File: src/rtl/mem_wb_stage_pkg.sv
// Shared encodings for the MEM/WB pipeline stage: result select, load funct3 codes
// and the default data path width.
package mem_wb_stage_pkg;

    localparam int XLEN_DEFAULT = 32;

    typedef enum logic [1:0] {
        RES_ALU = 2'b00,
        RES_MEM = 2'b01,
        RES_PC4 = 2'b10,
        RES_IMM = 2'b11
    } result_src_e;

    localparam logic [2:0] F3_LB  = 3'b000;
    localparam logic [2:0] F3_LH  = 3'b001;
    localparam logic [2:0] F3_LW  = 3'b010;
    localparam logic [2:0] F3_LBU = 3'b100;
    localparam logic [2:0] F3_LHU = 3'b101;

endpackage

File: src/rtl/mem_wb_stage_load_extend.sv
// Combinational load alignment: picks the byte/halfword addressed by addr_lo out of
// the raw memory word and sign- or zero-extends it to XLEN.
module load_extend
    import mem_wb_stage_pkg::*;
#(
    parameter int XLEN = XLEN_DEFAULT
) (
    input  logic [XLEN-1:0] word,
    input  logic [2:0]      funct3,
    input  logic [1:0]      addr_lo,
    output logic [XLEN-1:0] data
);

    logic [7:0]  byte_sel;
    logic [15:0] half_sel;

    // Halfwords are addressed by addr_lo[1] only; misaligned offsets round down.
    assign byte_sel = word[{addr_lo, 3'b000} +: 8];
    assign half_sel = word[{addr_lo[1], 4'b0000} +: 16];

    always_comb begin
        data = word;
        case (funct3)
            F3_LB:   data = {{(XLEN-8){byte_sel[7]}}, byte_sel};
            F3_LBU:  data = {{(XLEN-8){1'b0}}, byte_sel};
            F3_LH:   data = {{(XLEN-16){half_sel[15]}}, half_sel};
            F3_LHU:  data = {{(XLEN-16){1'b0}}, half_sel};
            default: data = word;
        endcase
    end

endmodule

File: src/rtl/mem_wb_stage.sv
// MEM/WB pipeline register with write-back select and an optional retired-instruction
// counter built only when INSTRET_COUNTER_EN is defined (otherwise instret_o is 0).
module mem_wb_stage
    import mem_wb_stage_pkg::*;
#(
    parameter int XLEN      = XLEN_DEFAULT,
    parameter int INSTRET_W = 64
) (
    input  logic                 clk,
    input  logic                 rst,
    input  logic                 stall_i,
    input  logic                 flush_i,
    input  logic                 valid_i,
    input  logic                 reg_write_i,
    input  logic [4:0]           rd_i,
    input  logic [1:0]           result_src_i,
    input  logic [2:0]           funct3_i,
    input  logic [1:0]           addr_lo_i,
    input  logic [XLEN-1:0]      alu_result_i,
    input  logic [XLEN-1:0]      read_data_i,
    input  logic [XLEN-1:0]      pc_plus4_i,
    input  logic [XLEN-1:0]      imm_i,
    output logic                 wb_we_o,
    output logic [4:0]           wb_rd_o,
    output logic [XLEN-1:0]      wb_data_o,
    output logic                 wb_valid_o,
    output logic [INSTRET_W-1:0] instret_o
);

    logic [XLEN-1:0] load_data;
    logic [XLEN-1:0] result_d;
    logic [XLEN-1:0] data_q;
    logic            valid_q;
    logic            reg_write_q;
    logic [4:0]      rd_q;

    load_extend #(.XLEN(XLEN)) u_load_extend (
        .word    (read_data_i),
        .funct3  (funct3_i),
        .addr_lo (addr_lo_i),
        .data    (load_data)
    );

    always_comb begin
        result_d = alu_result_i;
        case (result_src_e'(result_src_i))
            RES_ALU: result_d = alu_result_i;
            RES_MEM: result_d = load_data;
            RES_PC4: result_d = pc_plus4_i;
            RES_IMM: result_d = imm_i;
            default: result_d = alu_result_i;
        endcase
    end

    // Flush beats stall: a squashed slot must never be held and re-presented.
    always_ff @(posedge clk or negedge rst) begin
        if (!rst) begin
            valid_q     <= 1'b0;
            reg_write_q <= 1'b0;
            rd_q        <= '0;
            data_q      <= '0;
        end else if (flush_i) begin
            valid_q     <= 1'b0;
            reg_write_q <= 1'b0;
            rd_q        <= '0;
            data_q      <= '0;
        end else if (!stall_i) begin
            valid_q     <= valid_i;
            reg_write_q <= reg_write_i;
            rd_q        <= rd_i;
            data_q      <= result_d;
        end
    end

    assign wb_valid_o = valid_q;
    assign wb_rd_o    = rd_q;
    assign wb_we_o    = valid_q && reg_write_q && (rd_q != 5'd0);
    assign wb_data_o  = valid_q ? data_q : '0;

`ifdef INSTRET_COUNTER_EN
    logic [INSTRET_W-1:0] instret_q;

    // An instruction retires when it leaves the stage: valid, not held, not squashed.
    always_ff @(posedge clk or negedge rst) begin
        if (!rst) begin
            instret_q <= '0;
        end else if (valid_q && !stall_i && !flush_i) begin
            instret_q <= instret_q + INSTRET_W'(1);
        end
    end

    assign instret_o = instret_q;
`else
    assign instret_o = '0;
`endif

endmodule

File: config.mk
export PLATFORM = sky130hd
export DESIGN_NAME = mem_wb_stage
export DESIGN_NICKNAME = d
export VERILOG_FILES = /design/src/rtl/mem_wb_stage_pkg.sv /design/src/rtl/mem_wb_stage_load_extend.sv /design/src/rtl/mem_wb_stage.sv
export SDC_FILE = /design/constraint.sdc
export NUM_CORES = 1
export LEC_CHECK = 0
export ABC_AREA = 1
export BUFFER_PORTS_ARGS = -buffer_cell sky130_fd_sc_hd__buf_2
export CAP_MARGIN = 20
export CORE_MARGIN = 2
export CORE_UTILIZATION = 49
export CTS_BUF_LIST = sky130_fd_sc_hd__clkbuf_4 sky130_fd_sc_hd__clkbuf_8 sky130_fd_sc_hd__clkbuf_16
export DETAILED_ROUTE_END_ITERATION = 6
export HOLD_SLACK_MARGIN = 0.1
export PLACE_DENSITY = 0.89
export SKIP_LAST_GASP = 1
export SLEW_MARGIN = 20
export SYNTH_ARGS = -nofsm -noshare
export SYNTH_HDL_FRONTEND = slang
export SYNTH_HIERARCHICAL = 1
export SYNTH_SLANG_ARGS = --single-unit
File: constraint.sdc
create_clock -name clk -period 2.45 [get_ports clk]
set_input_delay 0.1225 -clock clk [delete_from_list [all_inputs] [get_ports clk]]
set_output_delay 0.1225 -clock clk [all_outputs]
set_load 0.005 [all_outputs]
Word-level counts from Yosys, hierarchy flattened
Index checks and enable logic that the tools add are counted. Widths: inputs -> output; s select.

Register bits after elaboration: 39. Input bits: 146. Output and inout bits: 103. Word-level logic and storage cells: 29.

Equality and inequality tests: 7. Shift-type cells: 2. Multiplexer cells: 11. Reduce and logical (&&, ||, !) cells: 5.

Operators by type and width (count): $pmux 32 s4 (2); $mux 32 (3); $shiftx 32x6->16 (1); $shiftx 32x6->8 (1); $mux 5 (2); $eq 3x3->1 const B (2); $reduce_bool 5->1 (1); $eq 2x2->1 const B (2); $mux 1 (4); $eq 3x1->1 const B (1); $logic_not 3->1 (1); $eq 2x1->1 const B (1); $logic_and 1x1->1 (2); $logic_not 2->1 (1); $ne 2x1->1 const B (1).

Longest topological paths before layout
Gate-level depths: netlist (run 1).

Word-level depth: 5. Mapped depth: 11. Gate-level depth less buffers: 10.

Cells and area by module
The synthesis (run 1) kept the hierarchy.

Modules (own cells, without submodules): mem_wb_stage (instances 1, cells an instance 523, area each 3353.2 um^2, seq. area each 975.9 um^2); load_extend (instances 1, cells an instance 169, area each 872.1 um^2, seq. area each 0.0 um^2).

Worst setup path before layout (run 1)
OpenSTA, ideal clock, no wires.

Path type: input -> register. Start: input port addr_lo_i[1]. End: register data_q[20]. Setup time: 0.116 ns. Arrival time: 0.980 ns. Required time: 2.334 ns. Setup slack: 1.354 ns. Stages on the path: 10. Path buffers: 1. Cell sequence: inv_2 -> nand2_1 -> and2_4 -> nand2_4 -> buf_6 -> nand3_2 -> o21bai_1 -> nand3_1 -> nand2_1 -> nand2_1.

Longest elaborated chain between the ends: 5. Elaborated cells on any way between the ends: 6.

Ends and longest elaborated chain: start, declared (RTL line mem_wb_stage.sv:18) `input logic [1:0] addr_lo_i,`; $shiftx 32x6->16 / $shiftx 32x6->8 (equally long branches) (RTL line mem_wb_stage_load_extend.sv:19, mem_wb_stage_load_extend.sv:18); $pmux 32 s4 * (RTL line mem_wb_stage_load_extend.sv:23) `case (funct3)`; named net load_data[20] (RTL line mem_wb_stage.sv:30) `logic [XLEN-1:0] load_data;`; $pmux 32 s4 * (RTL line mem_wb_stage.sv:46) `case (result_src_e'(result_src_i))`; $mux 32 * (RTL line mem_wb_stage.sv:67) `end else if (!stall_i) begin`; $mux 32 * (RTL line mem_wb_stage.sv:62) `end else if (flush_i) begin`; end signal, assigned (RTL line mem_wb_stage.sv:71) `data_q <= result_d;`; end, declared (RTL line mem_wb_stage.sv:32) `logic [XLEN-1:0] data_q;`.

The timed path passes the listed nets; every way through them passes the cells marked *. The select of a mux whose other input is x is not followed. A chain may end at the register's enable or synchronous reset.

Final worst setup path (run 1)
Start: register valid_q, in the netlist wb_valid_o. End: output port wb_data_o[0].

Longest elaborated chain between the ends: 1.

Ends and longest elaborated chain: start, declared (RTL line mem_wb_stage.sv:33) `logic valid_q;`; start signal, assigned (RTL line mem_wb_stage.sv:68) `valid_q <= valid_i;`; $mux 32 (RTL line mem_wb_stage.sv:78) `assign wb_data_o = valid_q ? data_q : '0;`; end, declared (RTL line mem_wb_stage.sv:25) `output logic [XLEN-1:0] wb_data_o,`.

No other way between the ends.

==> impl_metrics.csv, run 1 <==
group,metric,value,unit
status,outcome,"finished, final reports clean",
clock_network,cts_tree,"done",
global_routing,grt-ovfl-total,0,
floorplanning,die_w,96.9,um
floorplanning,die_y,96.9,um
sta,drv_slew,0,
clock_network,clockBufferDepth,2,
power,p_leak,3.46,nW
sta,timing.final.crit_share,68.1,%
yosys,async_flop_share,100,%
clock_network,h-tree-depth,2,
sta,fin_skew,0,ps
clock_network,cts_root_buffer,"clkbuf_8",
layout,fin_area,5120,um^2
layout,layout_commonest_cell,"nand2_1",
worst_setup_path,r2r_cells,2,
layout,num-nets-final,1004,
drt,vias,4848,
clock_network,clkTransAtPathRegs,80,ps
global_routing,grt_max_degree,43,
clock_network,post_cts_buffers,0,
worst_setup_path,crit_family,"flip-flops",
yosys,synth_edf_count,0,
sta,whs,159,ps
yosys,syn_inst,692,
sta,finalSetupViolCount,0,
worst_setup_path,crit_chain,"buf_4 -> nand2_1 -> inv_1 -> buf_2",
clock_network,cts.sinks,39,
worst_setup_path,critPathMaxFanout,21,
drt,drt_iter0_markers,240,
clock_network,cts.repair.resized,0,
floorplanning,ios,249,
power,p_int,0.00127,W
worst_setup_path,crit_path_end_kind,"output port",
drt,first_pass_iters,5,
drt,antenna_left,0,
clock_network,clock_latency,280,ps
power,pwr-share-clk,29.3,%
yosys,syn_area_per_cell,6.11,um^2
drt,wire_per_inst,14.3,um
worst_setup_path,arrival,1550,ps
drt,via_per_inst,5.02,
place,placed_area,4920,um^2
worst_setup_path,critPathLaunchType,"register",
floorplanning,fp-row-count,33,
worst_setup_path,r2r_slack,1560,ps
global_routing,grtUsageTotal,29.3,%
global_routing,grt_pass1_vias,4696,
sta,fin_crit,1670,ps
global_routing,grt_pass1_wl,22700,um
yosys,synth_area,4230,um^2
min_path,hp-class,"input port to register",
power,p_per_area,371,nW/um^2
worst_setup_path,slowest_delay,650,ps
sta,slew_headroom,42.0,%
yosys,synth-main-ff-cell,"dfrtp_1",
layout,final_cell_mix,"nand2_1, buf_2, nand3_1",
place,port_buffers,184,
power,p_total,0.00190,W
floorplanning,core_area,8300,um^2
global_routing,antenna_found_initial,1,
floorplanning,dieArea,9380,um^2
worst_setup_path,startpoint,"wb_valid_o",
layout,area_growth,21.1,%
worst_setup_path,timing.rr.start,"wb_valid_o",
worst_setup_path,required,2330,ps
power,irDropWorstVdd,270,uV
sta,hold_violations,0,
yosys,ys_seq_area_share,23.1,%
sta,rsz0062_at_grt,"no",
worst_setup_path,r2r-end,"wb_valid_o",
power,seqPwrFrac,37.8,%
worst_setup_path,worstSetupEndpoint,"wb_data_o[0]",
worst_setup_path,worst-path-stages,4,
place,place_hpwl,10700,um
power,power.switching,0.000632,W
layout,drive_above_1_share,27.5,%
drt,wl,13800,um
worst_setup_path,slowest_stage,"dfrtp_1",
worst_setup_path,cp_num_buf_inv,3,
yosys,yosysWarnings,6,
place,place_congestion,0.952,
drt,route.detailed.drc,0,
flow_run,max_cap_violations,0,
power,power_frac_comb,32.9,%
worst_setup_path,crit_type,"register to output port",
sta,tns,0,ps
sta,fmax,600,MHz
clock_network,cts_buffers,5,
sta,worst_pin_slew,869,ps
yosys,ys_types,26,
yosys,ys_ff_latch,39,
clock_network,cts_hold_buf,8,
power,switching_share,33.3,%
floorplanning,initial_core_util,50.9,%
[final cells by class]
cell class | count | area (um^2)
diodes | 1 | 2.50
clock buffers | 6 | 82.6
clock inverters | 2 | 35.0
fillers | 832 | 3180
inverters | 94 | 353
multi-input cells | 515 | 2430
flip-flops and latches | 39 | 976
well taps | 105 | 131
repair buffers | 203 | 1110
[state kept, by name, summed over array words and instances (netlist names)]
register / cells
wb_valid_o: 1
reg_write_q: 1
data_q: 32
wb_rd_o: 5
[power groups by stage]
stage          sequential, W  combinational, W  clock [W]
2_1_floorplan       0.000720          0.000434          0
4_1_cts             0.000718          0.000622   0.000561
5_1_grt             0.000724          0.000702   0.000591
3_3_place_gp        0.000730          0.000607          0
6_report            0.000719          0.000625   0.000556
3_5_place_dp        0.000730          0.000609          0
[worst register-to-register path: stages, from the launching register on]
cell and delay, ps:
dfrtp_1 650, nand2_1 100, nand2_1 80
[synthesized netlist by cell type, types with 2 or more instances]
library cell  count  area, um^2
nand3_2          20         200
a21oi_1          32         160
o21bai_1         32         240
nor2_2            2        12.5
o21ai_0           7        35.0
dfrtp_1          39         976
inv_2             4        15.0
inv_1            90         338
clkbuf_1         12        45.0
or2_2             3        18.8
buf_4            66         495
buf_6             3        33.8
buf_2            26         130
nor2_1           11        41.3
o211ai_1          2        15.0
nand3_1         122         611
nand2_1         212         796
[per-stage QoR]
stage	std cells	worst slack (ps)	utilization [%]
final	965	782	61.7
after global routing	964	641	61.6
after CTS	964	766	61.6
after detailed placement	948	592	59.2
after global placement	948	585	59.2
after floorplan	755	1350	-
[logic make-up after synthesis]
| logic type | Yosys count | synth area share (%) |
|---|---|---|
| other | 1 | 0.0888 |
| AO/OA/AOI/OAI | 74 | 10.8 |
| buffers and inverters | 201 | 25.0 |
| AND/OR/NAND/NOR | 377 | 41.0 |
| flip-flops | 39 | 23.1 |
[worst min-delay path by stage]
stage	start	endpoint	slack [ps]	cells past startpoint
after detailed placement	rst	data_q[10]	290	1
after global routing	alu_result_i[11]	data_q[11]	170	5
final	alu_result_i[7]	data_q[7]	160	5
after CTS	flush_i	reg_write_q	150	4
after floorplan	rst	data_q[0]	-170	0
after global placement	rst	data_q[10]	290	1
[per-layer routing]
metal  vias to the layer above  part of all wire [%]  GRT usage (%)
li1                       2377                     -              -
met1                      2195                    40           36.1
met2                       247                    50           52.5
met3                        29                   7.7           4.77
met4                         0                   2.4           8.67
met5                         -                     0              0
Note: power is estimated with default switching activity, not from simulation.
==> inputs of run 2 (changes only) <==
--- a/config.mk
+++ b/config.mk
@@ -9,11 +9,11 @@
 export BUFFER_PORTS_ARGS = -buffer_cell sky130_fd_sc_hd__buf_2
 export CAP_MARGIN = 20
 export CORE_MARGIN = 2
-export CORE_UTILIZATION = 49
+export CORE_UTILIZATION = 41
 export CTS_BUF_LIST = sky130_fd_sc_hd__clkbuf_4 sky130_fd_sc_hd__clkbuf_8 sky130_fd_sc_hd__clkbuf_16
 export DETAILED_ROUTE_END_ITERATION = 6
 export HOLD_SLACK_MARGIN = 0.1
-export PLACE_DENSITY = 0.89
+export PLACE_DENSITY = 0.79
 export SKIP_LAST_GASP = 1
 export SLEW_MARGIN = 20
 export SYNTH_ARGS = -nofsm -noshare
==> constraint.sdc (replaced) <==
create_clock -name clk -period 1.5 [get_ports clk]
set_input_delay 0.075 -clock clk [delete_from_list [all_inputs] [get_ports clk]]
set_output_delay 0.075 -clock clk [all_outputs]
set_load 0.005 [all_outputs]
==> run 2 against run 1 <==
Net effect:
- critical path depth stayed put
- via count about the same
- largest cell class unchanged
- register-to-register slack worse by 840 ps
==> impl_metrics.csv, run 2 (synthesis results as in run 1) <==
group,metric,value,unit
worst_setup_path,crit_path_end_kind,"output port",
sta,finalSetupViolCount,0,
sta,fin_crit,1330,ps
floorplanning,core_area,10200,um^2
sta,drv_slew,0,
drt,route.detailed.drc,0,
sta,whs,108,ps
min_path,hp-class,"input port to register",
clock_network,cts_tree,"done",
clock_network,clockBufferDepth,2,
layout,final_cell_mix,"nand2_1, buf_2, nand3_1",
place,place_hpwl,11200,um
worst_setup_path,crit_type,"register to output port",
drt,via_per_inst,4.76,
worst_setup_path,crit_chain,"buf_12 -> nand2_1 -> inv_1 -> buf_2",
floorplanning,fp-row-count,37,
power,p_per_area,586,nW/um^2
layout,seq_area,977,um^2
clock_network,h-tree-depth,2,
clock_network,cts_buffers,5,
floorplanning,dieArea,11100,um^2
floorplanning,die_w,106,um
sta,fmax,752,MHz
sta,rsz0062_at_grt,"no",
power,power.switching,0.00108,W
layout,regMostFlops,"data_q",
drt,first_pass_iters,6,
worst_setup_path,critPathMaxFanout,26,
global_routing,grt_pass1_vias,4380,
layout,diodes,0,
layout,fillCellCount,1069,
clock_network,cts_root_buffer,"clkbuf_8",
place,port_buffers,184,
power,seqPwrFrac,37.1,%
floorplanning,die_y,106,um
global_routing,grt-ovfl-total,0,
power,irDropWorstVdd,359,uV
worst_setup_path,r2r_cells,2,
global_routing,grt_pass1_wl,22500,um
worst_setup_path,slowest_stage,"dfrtp_2",
sta,slew_headroom,64.5,%
sta,setup_ws,171,ps
clock_network,clkTransAtPathRegs,90,ps
power,p_int,0.00208,W
global_routing,grt_max_degree,46,
drt,vias,4844,
global_routing,grtUsageTotal,25.4,%
drt,wire_per_inst,14.3,um
sta,timing.final.crit_share,88.6,%
layout,area_growth,27.7,%
floorplanning,initial_core_util,41.5,%
global_routing,antenna_found_initial,1,
drt,antenna_left,0,
clock_network,clock_latency,290,ps
min_path,hold_depth,5,
clock_network,cts.sinks,39,
status,outcome,"finished, final reports clean",
power,switching_share,34.1,%
floorplanning,ios,249,
layout,drive_above_1_share,28.3,%
power,pwr-share-clk,28.3,%
drt,drt_iter0_markers,387,
place,place_ws,-27.8,ps
place,place_congestion,0.928,
layout,largest_reg_flops,32,
layout,layout_commonest_cell,"nand2_1",
sta,worst_pin_slew,533,ps
sta,fin_skew,0,ps
worst_setup_path,critPathLaunchType,"register",
worst_setup_path,required,1420,ps
power,power_frac_comb,34.5,%
power,p_leak,3.57,nW
layout,multi_input_area,2430,um^2
worst_setup_path,slowest_delay,490,ps
layout,num-nets-final,1027,
sta,hold_violations,0,
worst_setup_path,arrival,1250,ps
flow_run,max_cap_violations,0,
drt,wl,14500,um
==> run 2: path summary, 6_finish.rpt <==
path,startpoint,end,slack (ps)
max reg2reg,wb_valid_o,wb_valid_o,720
max,wb_valid_o,wb_data_o[27],170
max in group asynchronous,rst,wb_valid_o,730
min,alu_result_i[11],data_q[11],110
min reg2reg,data_q[5],data_q[5],480
min in group asynchronous,rst,data_q[5],370
==> run 2: timing repair <==
item / CTS / global route
endpoints found under the setup margin: 0 / 4
hold buffers: 18 / 0
hold endpoints to repair: 52 / 0
setup buffers: 0 / 0
resized for setup: 0 / 1
==> run 2: final cells by class <==
type                            count  share of cell area [%]
Inverter                           94                    6.54
Clock buffer                        5                    1.27
Sequential cell                    39                    18.1
Timing Repair Buffer              226                    25.1
Clock inverter                      3                   0.811
Multi-Input combinational cell    515                    45.0
Tap cell                          136                    3.15
==> run 2: worst max-delay path: cells and delay by family, from the launching register on <==
family | cells | cell delay (ps)
buffers and inverters | 3 | 390
flip-flops | 1 | 490
AND/OR/NAND/NOR | 1 | 80
==> run 2: metal layers <==
layer / up-vias / track usage, % / routed length (um)
met5: - / 0 / 11
met4: 2 / 4.70 / 190
met3: 12 / 3.83 / 1100
met2: 221 / 47.1 / 7320
met1: 2188 / 31.3 / 5910
li1: 2421 / - / -
==> run 2: stage by stage <==
stage | TNS, ps | util [%] | cells | area [um^2] | power [W]
after global routing | 0 | 53.0 | 1018 | 5400 | 0.00336
final | 0 | 53.0 | 1018 | 5400 | 0.00316
after detailed placement | -27.8 | 50.1 | 992 | 5100 | 0.00224
after floorplan | 0 | - | 755 | 4460 | 0.00188
after global placement | 0 | 50.1 | 992 | 5100 | 0.00224
after CTS | 0 | 53.0 | 1018 | 5400 | 0.00319
==> run 2: power by group through the flow <==
stage	logic (W)	clock network, W	registers, W
finish	0.00109	0.000896	0.00117
global route	0.00122	0.000962	0.00118
CTS	0.00109	0.000927	0.00117
detailed placement	0.00104	0	0.00119
global placement	0.00104	0	0.00119
floorplan	0.000709	0	0.00118
==> inputs of run 3 (changes only) <==
--- a/config.mk
+++ b/config.mk
@@ -14,6 +14,7 @@
 export DETAILED_ROUTE_END_ITERATION = 6
 export HOLD_SLACK_MARGIN = 0.1
 export PLACE_DENSITY = 0.79
+export REMOVE_ABC_BUFFERS = 1
 export SKIP_LAST_GASP = 1
 export SLEW_MARGIN = 20
 export SYNTH_ARGS = -nofsm -noshare
==> run 3 against run 2 <==
Net effect:
- worst setup slack improved by 81 ps
- flip-flop and latch count did not move
- routed wire length fell by 3.8%
- clock power rose by 23%
- critical path type is now input port to register
- highest routed layer is now met4
- first-iteration DRC count fell by 16%
- critical path depth rose by 6
- largest power group unchanged
- cell count rose by 0.98%
- utilization rose by 1.3 points
- power rose by 6.2%
==> impl_metrics.csv, run 3 (synthesis results as in run 1) <==
group,metric,value,unit
global_routing,grt_pass1_vias,4522,
flow_run,max_cap_violations,0,
power,power.switching,0.00107,W
global_routing,grt_pass1_wl,21700,um
sta,finalSetupViolCount,0,
global_routing,antenna_found_initial,0,
min_path,hold_start,"imm_i[15]",
sta,slew_headroom,49.5,%
power,power_frac_comb,32.5,%
min_path,hp-class,"input port to register",
floorplanning,fp-row-count,37,
power,p_per_area,607,nW/um^2
power,p_total,0.00336,W
worst_setup_path,crit_chain,"buf_2 -> inv_2 -> buf_4 -> or2_2 -> nand3_1 -> nand3_1 -> o21bai_1 -> nand3_1 -> nand2_1 -> nand2_1",
drt,via_per_inst,4.77,
drt,wire_per_inst,13.6,um
clock_network,clockBufferDepth,2,
sta,drv_slew,0,
worst_setup_path,r2r_slack,690,ps
worst_setup_path,crit_path_end_kind,"register",
clock_network,cts.repair.resized,0,
drt,first_pass_iters,5,
worst_setup_path,startpoint,"addr_lo_i[1]",
floorplanning,ios,249,
clock_network,cts_tree,"done",
worst_setup_path,cpMostUsedCell,"nand3_1",
worst_setup_path,cp_num_buf_inv,3,
power,irDropWorstVdd,305,uV
floorplanning,initial_core_util,41.5,%
worst_setup_path,slowest_delay,290,ps
sta,fin_skew,0,ps
layout,area_growth,30.8,%
place,place_ws,-46.9,ps
worst_setup_path,slowest_stage,"or2_2",
layout,final_cell_mix,"nand2_1, buf_2, nand3_1",
floorplanning,die_y,106,um
layout,layout_commonest_cell,"nand2_1",
worst_setup_path,r2r-end,"wb_valid_o",
clock_network,clock_latency,290,ps
global_routing,grt_max_degree,46,
power,switching_share,31.8,%
floorplanning,dieArea,11100,um^2
drt,wl,14000,um
min_path,holdPathEnd,"data_q[15]",
clock_network,cts_root_buffer,"clkbuf_8",
drt,vias,4900,
power,seqPwrFrac,34.7,%
global_routing,grt-ovfl-total,0,
layout,drive_above_1_share,27.6,%
worst_setup_path,required,1680,ps
worst_setup_path,crit_type,"input port to register",
worst_setup_path,critPathLaunchType,"input port",
worst_setup_path,crit_family,"simple AND/OR/NAND/NOR gates",
clock_network,cts_buffers,5,
layout,diodes,0,
sta,timing.final.crit_share,83.2,%
place,place_congestion,0.900,
min_path,hold_depth,5,
global_routing,grtUsageTotal,24.2,%
sta,fin_crit,1250,ps
place,place_hpwl,10300,um
worst_setup_path,arrival,1430,ps
drt,drt_iter0_markers,325,
worst_setup_path,r2r_cells,3,
sta,whs,102,ps
floorplanning,core_area,10200,um^2
clock_network,clkTransAtPathRegs,70,ps
sta,fmax,801,MHz
power,p_leak,3.62,nW
sta,rsz0062_at_grt,"no",
sta,worst_pin_slew,754,ps
status,outcome,"finished, final reports clean",
layout,largest_reg_flops,32,
place,port_buffers,184,
clock_network,h-tree-depth,2,
drt,route.detailed.drc,0,
power,p_int,0.00229,W
floorplanning,die_w,106,um
worst_setup_path,critPathMaxFanout,8,
clock_network,cts.sinks,39,
layout,regMostFlops,"data_q",
power,pwr-share-clk,32.8,%
worst_setup_path,timing.rr.start,"wb_valid_o",
sta,hold_violations,0,
drt,antenna_left,0,
layout,num-nets-final,1037,
sta,setup_ws,252,ps
[run 3: stage by stage]
step	util [%]	instance area [um^2]	instances	setup TNS (ps)
2_1_floorplan	-	3760	648	0
3_3_place_gp	49.9	5080	989	-19.1
3_5_place_dp	49.9	5080	989	-64.4
4_1_cts	54.3	5530	1028	0
5_1_grt	54.3	5530	1028	0
6_report	54.3	5530	1028	0
[run 3: power by group through the flow]
stage / clock, W / combinational [W] / sequential [W]
3_5_place_dp: 0 / 0.00102 / 0.00118
3_3_place_gp: 0 / 0.00101 / 0.00118
4_1_cts: 0.00113 / 0.00109 / 0.00117
6_report: 0.00110 / 0.00109 / 0.00117
5_1_grt: 0.00116 / 0.00123 / 0.00117
2_1_floorplan: 0 / 0.000495 / 0.00119
[run 3: per-layer routing]
layer / global-route usage (%) / wire, um / vias to the layer above
li1: - / - / 2446
met1: 30.5 / 5750 / 2211
met2: 42.8 / 6950 / 215
met3: 4.08 / 1020 / 28
met4: 6.11 / 261 / 0
met5: 0 / 0 / -
[run 3: tightest hold or removal path: stages]
cell,delay [ps]
buf_2,80
nand2_1,50
nand3_1,70
nand2_1,40
nand2_1,40
[run 3: worst max-delay path by stage]
stage                             to  slack (ps)  depth (start not counted)
after floorplan           data_q[11]         130                         10
after global placement     data_q[3]         -20                         10
after detailed placement   data_q[3]         -50                         10
after CTS                  data_q[3]         260                         10
after global routing      data_q[11]         130                         10
final                      data_q[3]         250                         10
[run 3: area by class of cell]
class                           count  area [um^2]
Clock buffer                        6         76.3
Clock inverter                      2         60.1
Fill cell                        1056         4660
Inverter                           94          353
Multi-Input combinational cell    515         2430
Sequential cell                    39          976
Tap cell                          136          170
Timing Repair Buffer              236         1460
[run 3: what timing repair did]
action	in CTS	in global routing
hold endpoints to repair	41	0
hold buffers	31	0
setup buffers	0	0
